## config.mk

```make
export PLATFORM = sky130hd
export DESIGN_NAME = load_store_unit
export DESIGN_NICKNAME = d
export VERILOG_FILES = /design/src/rtl/load_store_unit.sv
export SDC_FILE = /design/constraint.sdc
export NUM_CORES = 1
export LEC_CHECK = 0
export CAP_MARGIN = 20
export CELL_PAD_IN_SITES_DETAIL_PLACEMENT = 1
export CELL_PAD_IN_SITES_GLOBAL_PLACEMENT = 1
export CORE_MARGIN = 4
export CORE_UTILIZATION = 33
export DETAILED_ROUTE_END_ITERATION = 6
export PLACE_DENSITY = 0.81
export SYNTH_ARGS = -nofsm -noshare
export SYNTH_HDL_FRONTEND = slang
export SYNTH_SLANG_ARGS = --single-unit
```

## constraint.sdc

```tcl
create_clock -name clk -period 8.9 [get_ports clk]
set_input_delay 1.78 -clock clk [delete_from_list [all_inputs] [get_ports clk]]
set_output_delay 1.78 -clock clk [all_outputs]
set_load 0.005 [all_outputs]
```

## src/rtl/load_store_unit.sv

```systemverilog
// Load/store unit bridging core requests to a 32-bit-read / 64-bit-or-byte-write data memory.
// Multi-beat accesses are sequenced by a small IDLE/BUSY FSM with a beat down-counter.
//
// state | meaning
// IDLE  | ready for a request; error responses are issued from here
// BUSY  | issuing memory beats; beats_left == 0 marks the final beat
module load_store_unit #(
    parameter logic [63:0] DATA_START = 64'h1000_0000
) (
    input  logic        clk,
    input  logic        reset,
    input  logic        req_valid,
    output logic        req_ready,
    input  logic [3:0]  req_op,
    input  logic [63:0] req_addr,
    input  logic [63:0] req_wdata,
    output logic        resp_valid,
    output logic [63:0] resp_rdata,
    output logic        resp_err,
    output logic [63:0] mem_addr,
    output logic [63:0] mem_wdata,
    output logic        mem_word_we,
    output logic        mem_byte_we,
    input  logic [31:0] mem_rdata
);

    localparam logic [0:0] IDLE = 1'b0;
    localparam logic [0:0] BUSY = 1'b1;

    localparam logic [3:0] OP_LB  = 4'd0;
    localparam logic [3:0] OP_LBU = 4'd1;
    localparam logic [3:0] OP_LH  = 4'd2;
    localparam logic [3:0] OP_LHU = 4'd3;
    localparam logic [3:0] OP_LW  = 4'd4;
    localparam logic [3:0] OP_LWU = 4'd5;
    localparam logic [3:0] OP_LD  = 4'd6;
    localparam logic [3:0] OP_SB  = 4'd8;
    localparam logic [3:0] OP_SH  = 4'd9;
    localparam logic [3:0] OP_SW  = 4'd10;
    localparam logic [3:0] OP_SD  = 4'd11;

    // The bench memory model indexes by the low address bits, so the segment base must be doubleword aligned.
    if (DATA_START[2:0] != 3'd0) begin : g_base_check
        $error("DATA_START must be doubleword aligned");
    end

    logic [0:0]  state;
    logic [3:0]  op_q;
    logic [1:0]  off_q;
    logic [23:0] wdata_q;
    logic [31:0] lo_q;
    logic [1:0]  beats_left;

    logic        op_legal;
    logic        misaligned;
    logic [1:0]  beats_m1;
    logic [31:0] rd_shift;
    logic [63:0] load_result;

    assign req_ready = (state == IDLE) && !reset;

    always_comb begin
        op_legal   = 1'b1;
        misaligned = 1'b0;
        beats_m1   = 2'd0;
        case (req_op)
            OP_LB, OP_LBU, OP_SB: begin
                misaligned = 1'b0;
            end
            OP_LH, OP_LHU: begin
                misaligned = req_addr[0];
            end
            OP_SH: begin
                misaligned = req_addr[0];
                beats_m1   = 2'd1;
            end
            OP_LW, OP_LWU: begin
                misaligned = |req_addr[1:0];
            end
            OP_SW: begin
                misaligned = |req_addr[1:0];
                beats_m1   = 2'd3;
            end
            OP_LD: begin
                misaligned = |req_addr[2:0];
                beats_m1   = 2'd1;
            end
            OP_SD: begin
                misaligned = |req_addr[2:0];
            end
            default: begin
                op_legal = 1'b0;
            end
        endcase
    end

    // Final-beat load data; LD concatenates the high word with the low word captured on beat 0.
    always_comb begin
        rd_shift    = mem_rdata >> {off_q, 3'b000};
        load_result = 64'd0;
        case (op_q)
            OP_LB:   load_result = {{56{rd_shift[7]}}, rd_shift[7:0]};
            OP_LBU:  load_result = {56'd0, rd_shift[7:0]};
            OP_LH:   load_result = {{48{rd_shift[15]}}, rd_shift[15:0]};
            OP_LHU:  load_result = {48'd0, rd_shift[15:0]};
            OP_LW:   load_result = {{32{rd_shift[31]}}, rd_shift};
            OP_LWU:  load_result = {32'd0, rd_shift};
            OP_LD:   load_result = {mem_rdata, lo_q};
            default: load_result = 64'd0;
        endcase
    end

    always_ff @(posedge clk or posedge reset) begin
        if (reset) begin
            state       <= IDLE;
            op_q        <= 4'd0;
            off_q       <= 2'd0;
            wdata_q     <= 24'd0;
            lo_q        <= 32'd0;
            beats_left  <= 2'd0;
            resp_valid  <= 1'b0;
            resp_err    <= 1'b0;
            resp_rdata  <= 64'd0;
            mem_addr    <= 64'd0;
            mem_wdata   <= 64'd0;
            mem_word_we <= 1'b0;
            mem_byte_we <= 1'b0;
        end else begin
            resp_valid <= 1'b0;
            resp_err   <= 1'b0;
            case (state)
                IDLE: begin
                    mem_word_we <= 1'b0;
                    mem_byte_we <= 1'b0;
                    if (req_valid) begin
                        op_q    <= req_op;
                        off_q   <= req_addr[1:0];
                        wdata_q <= req_wdata[31:8];
                        if (!op_legal || misaligned) begin
                            resp_valid <= 1'b1;
                            resp_err   <= 1'b1;
                            resp_rdata <= 64'd0;
                        end else begin
                            state       <= BUSY;
                            beats_left  <= beats_m1;
                            mem_addr    <= req_addr;
                            mem_wdata   <= (req_op == OP_SD) ? req_wdata : {56'd0, req_wdata[7:0]};
                            mem_word_we <= (req_op == OP_SD);
                            mem_byte_we <= req_op[3] && (req_op != OP_SD);
                        end
                    end
                end
                BUSY: begin
                    if (beats_left == 2'd0) begin
                        state       <= IDLE;
                        resp_valid  <= 1'b1;
                        resp_rdata  <= load_result;
                        mem_word_we <= 1'b0;
                        mem_byte_we <= 1'b0;
                    end else begin
                        // Only LD among loads has a non-final beat; it yields the low word.
                        beats_left <= beats_left - 2'd1;
                        mem_addr   <= mem_addr + ((op_q == OP_LD) ? 64'd4 : 64'd1);
                        mem_wdata  <= {56'd0, wdata_q[7:0]};
                        wdata_q    <= {8'd0, wdata_q[23:8]};
                        if (!op_q[3]) begin
                            lo_q <= mem_rdata;
                        end
                    end
                end
                default: begin
                    state <= IDLE;
                end
            endcase
        end
    end

endmodule

```

==> results.toml <==
[detailed_routing]
wl_um = 50000
first_pass_iters = 5
initialDrtViolationCount = 713
via_per_inst = 5.65
ant_nets = 0
remaining_drc_errors = 0
vias = 12300
wire_per_inst_um = 23.0

[global_routing]
grt_max_degree = 158
antenna_found_initial = 10
track_usage_pct = 22.6
grt_pass1_wl_um = 76900
first_global_vias = 13000
grt_overflow = 0

[synth]
ys_types = 73
netlist_top_cells_count = "dfrtp_1, nand2_1, o21ai_0"
synth_edf_count = 0
synth.top_cell.area_share_pct = 50.6
yosysMostFrequentCell = "dfrtp_1"
synth_area_per_cell_um2 = 9.81
netlist_instances = 1317
ys.flop_type = "dfrtp_1"
synth_seq_area_share_pct = 50.6
synthArstFlopShare_pct = 100
synth_area_um2 = 12900
synth_largest_area_cell = "dfrtp_1"
synth_area_leaders = "dfrtp_1, nand2_1, o21ai_0"
ys_warn_count = 0
syn_nets = 1486
ys_ff_latch = 261

[layout]
drive_gt1_share_pct = 8.66
area.sequential_um2 = 6540
utilization_pct = 46.5
syn2layout_area_growth_pct = 39.1
nets = 1801
nFillCells = 4282
final_cell_area_um2 = 18000
multi_input_area_um2 = 5900

[sta]
rsz0062_at_grt = "no"
slew_viol_final = 0
timing.setup.tns_ns = 0
slew_headroom_pct = 28.6
worst_pin_slew_ns = 1.07
hold_viol = 0
finalSetupViolCount = 0
timing.final.crit_share_pct = 52.3
min_period_ns = 4.65
max_freq_mhz = 215
fin_skew_ns = 0.0158
hold_slack_ns = 0.481

[worst_setup_path]
worstSetupStartpoint = "reset"
required_ns = 7.12
rrSetupSlack_ns = 5.50
path_class = "primary input to output pin"
worstPathMaxFanout = 2
reg2regPathDepth = 7
end_kind = "output pin"
critPathLaunchType = "primary input"
arrival_ns = 2.87
r2r-end = "mem_addr[29]"
reg2reg_from = "state"

[die]
die_h_um = 206
io_pins = 364
die_x_um = 206
die_area_um2 = 42400
start_util_pct = 33.4
rows = 72
core_um2 = 38600

[power_and_ir_drop]
intPower_mw = 3.29
p_clk_share_pct = 21.7
combPwrFrac_pct = 42.0
powerDensity_nw_per_um2 = 307
seqPwrFrac_pct = 36.3
power.switching_mw = 2.24
sw_frac_of_total_pct = 40.5
totalPowerFinal_mw = 5.52
power.leakage_nw = 7.30
peakVddDrop_mv = 0.152

[clock_tree]
cts_setup_buffers = 0
clockBufferDepth = 3
clkLatencyLatePin_ns = 0.58
cts.sinks = 261
postCtsHoldBufs = 0
cts_tree = "built"
cts_max_level = 1
cts_buffers = 29
clkTransAtPathRegs_ns = 0.06
cts_root_buffer = "clkbuf_16"
cts.repair.resized = 0

[hold_path]
min_path_type = "register to register"
worstHoldStart = "resp_rdata[11]"
holdPathStages = 1
min_to = "resp_rdata[11]"

[placement]
dpl-instance-area_um2 = 17000
dp_hpwl_um = 34300
port_buffers = 363
gp_congestion = 0.798

[flow_run]
maxCapViolCount = 0

[outcome]
outcome = "finished clean"
## worst max-delay path, stage by stage
cell and delay (ns):
clkdlybuf4s50_1 0.47, nor2_1 0.11, clkdlybuf4s50_1 0.51
## cells by family (layout without fill, tap and decap cells)
family,count (synthesis),count (layout),synth area share [%]
adders and majority gates,3,3,0.300
other,0,5,0
muxes,91,91,7.50
xor gates and xnor gates,3,3,0.203
and+or+nand+nor,387,387,15.1
DFF,261,261,50.6
AOI/OAI and AO/OA,437,437,22.1
buffers and inverters,135,470,4.26
## area by class of cell
cell class                 instances  area share, %
inverter                          38          0.814
clock inverter                    11          0.557
sequential                       261           36.4
multi-input combinational        921           32.8
timing repair buffer             381           21.3
tap                              518           3.61
clock buffer                      40           4.55
antenna                            5         0.0696
## placed cells by master (no fill, tap or decap), types with 29 or more instances in the layout
| cell type | n |
|---|---|
| a21oi_1 | 109 |
| nand2_1 | 171 |
| clkbuf_16 | 29 |
| nand3_1 | 30 |
| clkdlybuf4s50_1 | 363 |
| a22o_1 | 48 |
| dfrtp_1 | 260 |
| mux2i_1 | 45 |
| nor2_1 | 48 |
| o21ai_0 | 117 |
| inv_1 | 35 |
| mux2_2 | 46 |
## per-stage QoR
step | worst slack (ns) | cells
after floorplan | 3.68 | 1317
after global placement | 3.84 | 2116
after detailed placement | 3.72 | 2116
after CTS | 4.24 | 2167
after global routing | 4.18 | 2175
final | 4.25 | 2175
## power groups by stage
stage	registers (mW)	logic [mW]	clock network (mW)
2_1_floorplan	1.85	1.36	0
3_3_place_gp	1.99	2.21	0
3_5_place_dp	2.01	2.30	0
4_1_cts	2.00	2.32	1.23
5_1_grt	2.07	2.53	1.28
6_report	2.01	2.32	1.20
## state kept, by name, indices dropped and copies added (netlist names)
register	cells
lo_q	32
mem_byte_we	1
wdata_q	24
off_q	2
resp_err	1
beats_left	2
state	1
mem_addr	64
mem_word_we	1
resp_valid	1
op_q	4
resp_rdata	64
mem_wdata	64
## worst max path at each step
stage,to,cells after the start
after global routing,req_ready,3
final,req_ready,3
after CTS,req_ready,3
after detailed placement,mem_addr[47],8
after floorplan,beats_left[0],1
after global placement,mem_addr[42],8
## metal layers
metal / GRT usage, % / share of wire (%) / wire length, um / vias to the layer above
met5: 0 / 0.12 / 61 / -
met4: 7.46 / 3.0 / 1520 / 10
li1: - / - / - / 5499
met1: 29.9 / 42 / 21100 / 6295
met2: 37.2 / 48 / 24200 / 388
met3: 4.96 / 6.4 / 3190 / 105
Note: power is estimated with default switching activity, not from simulation.
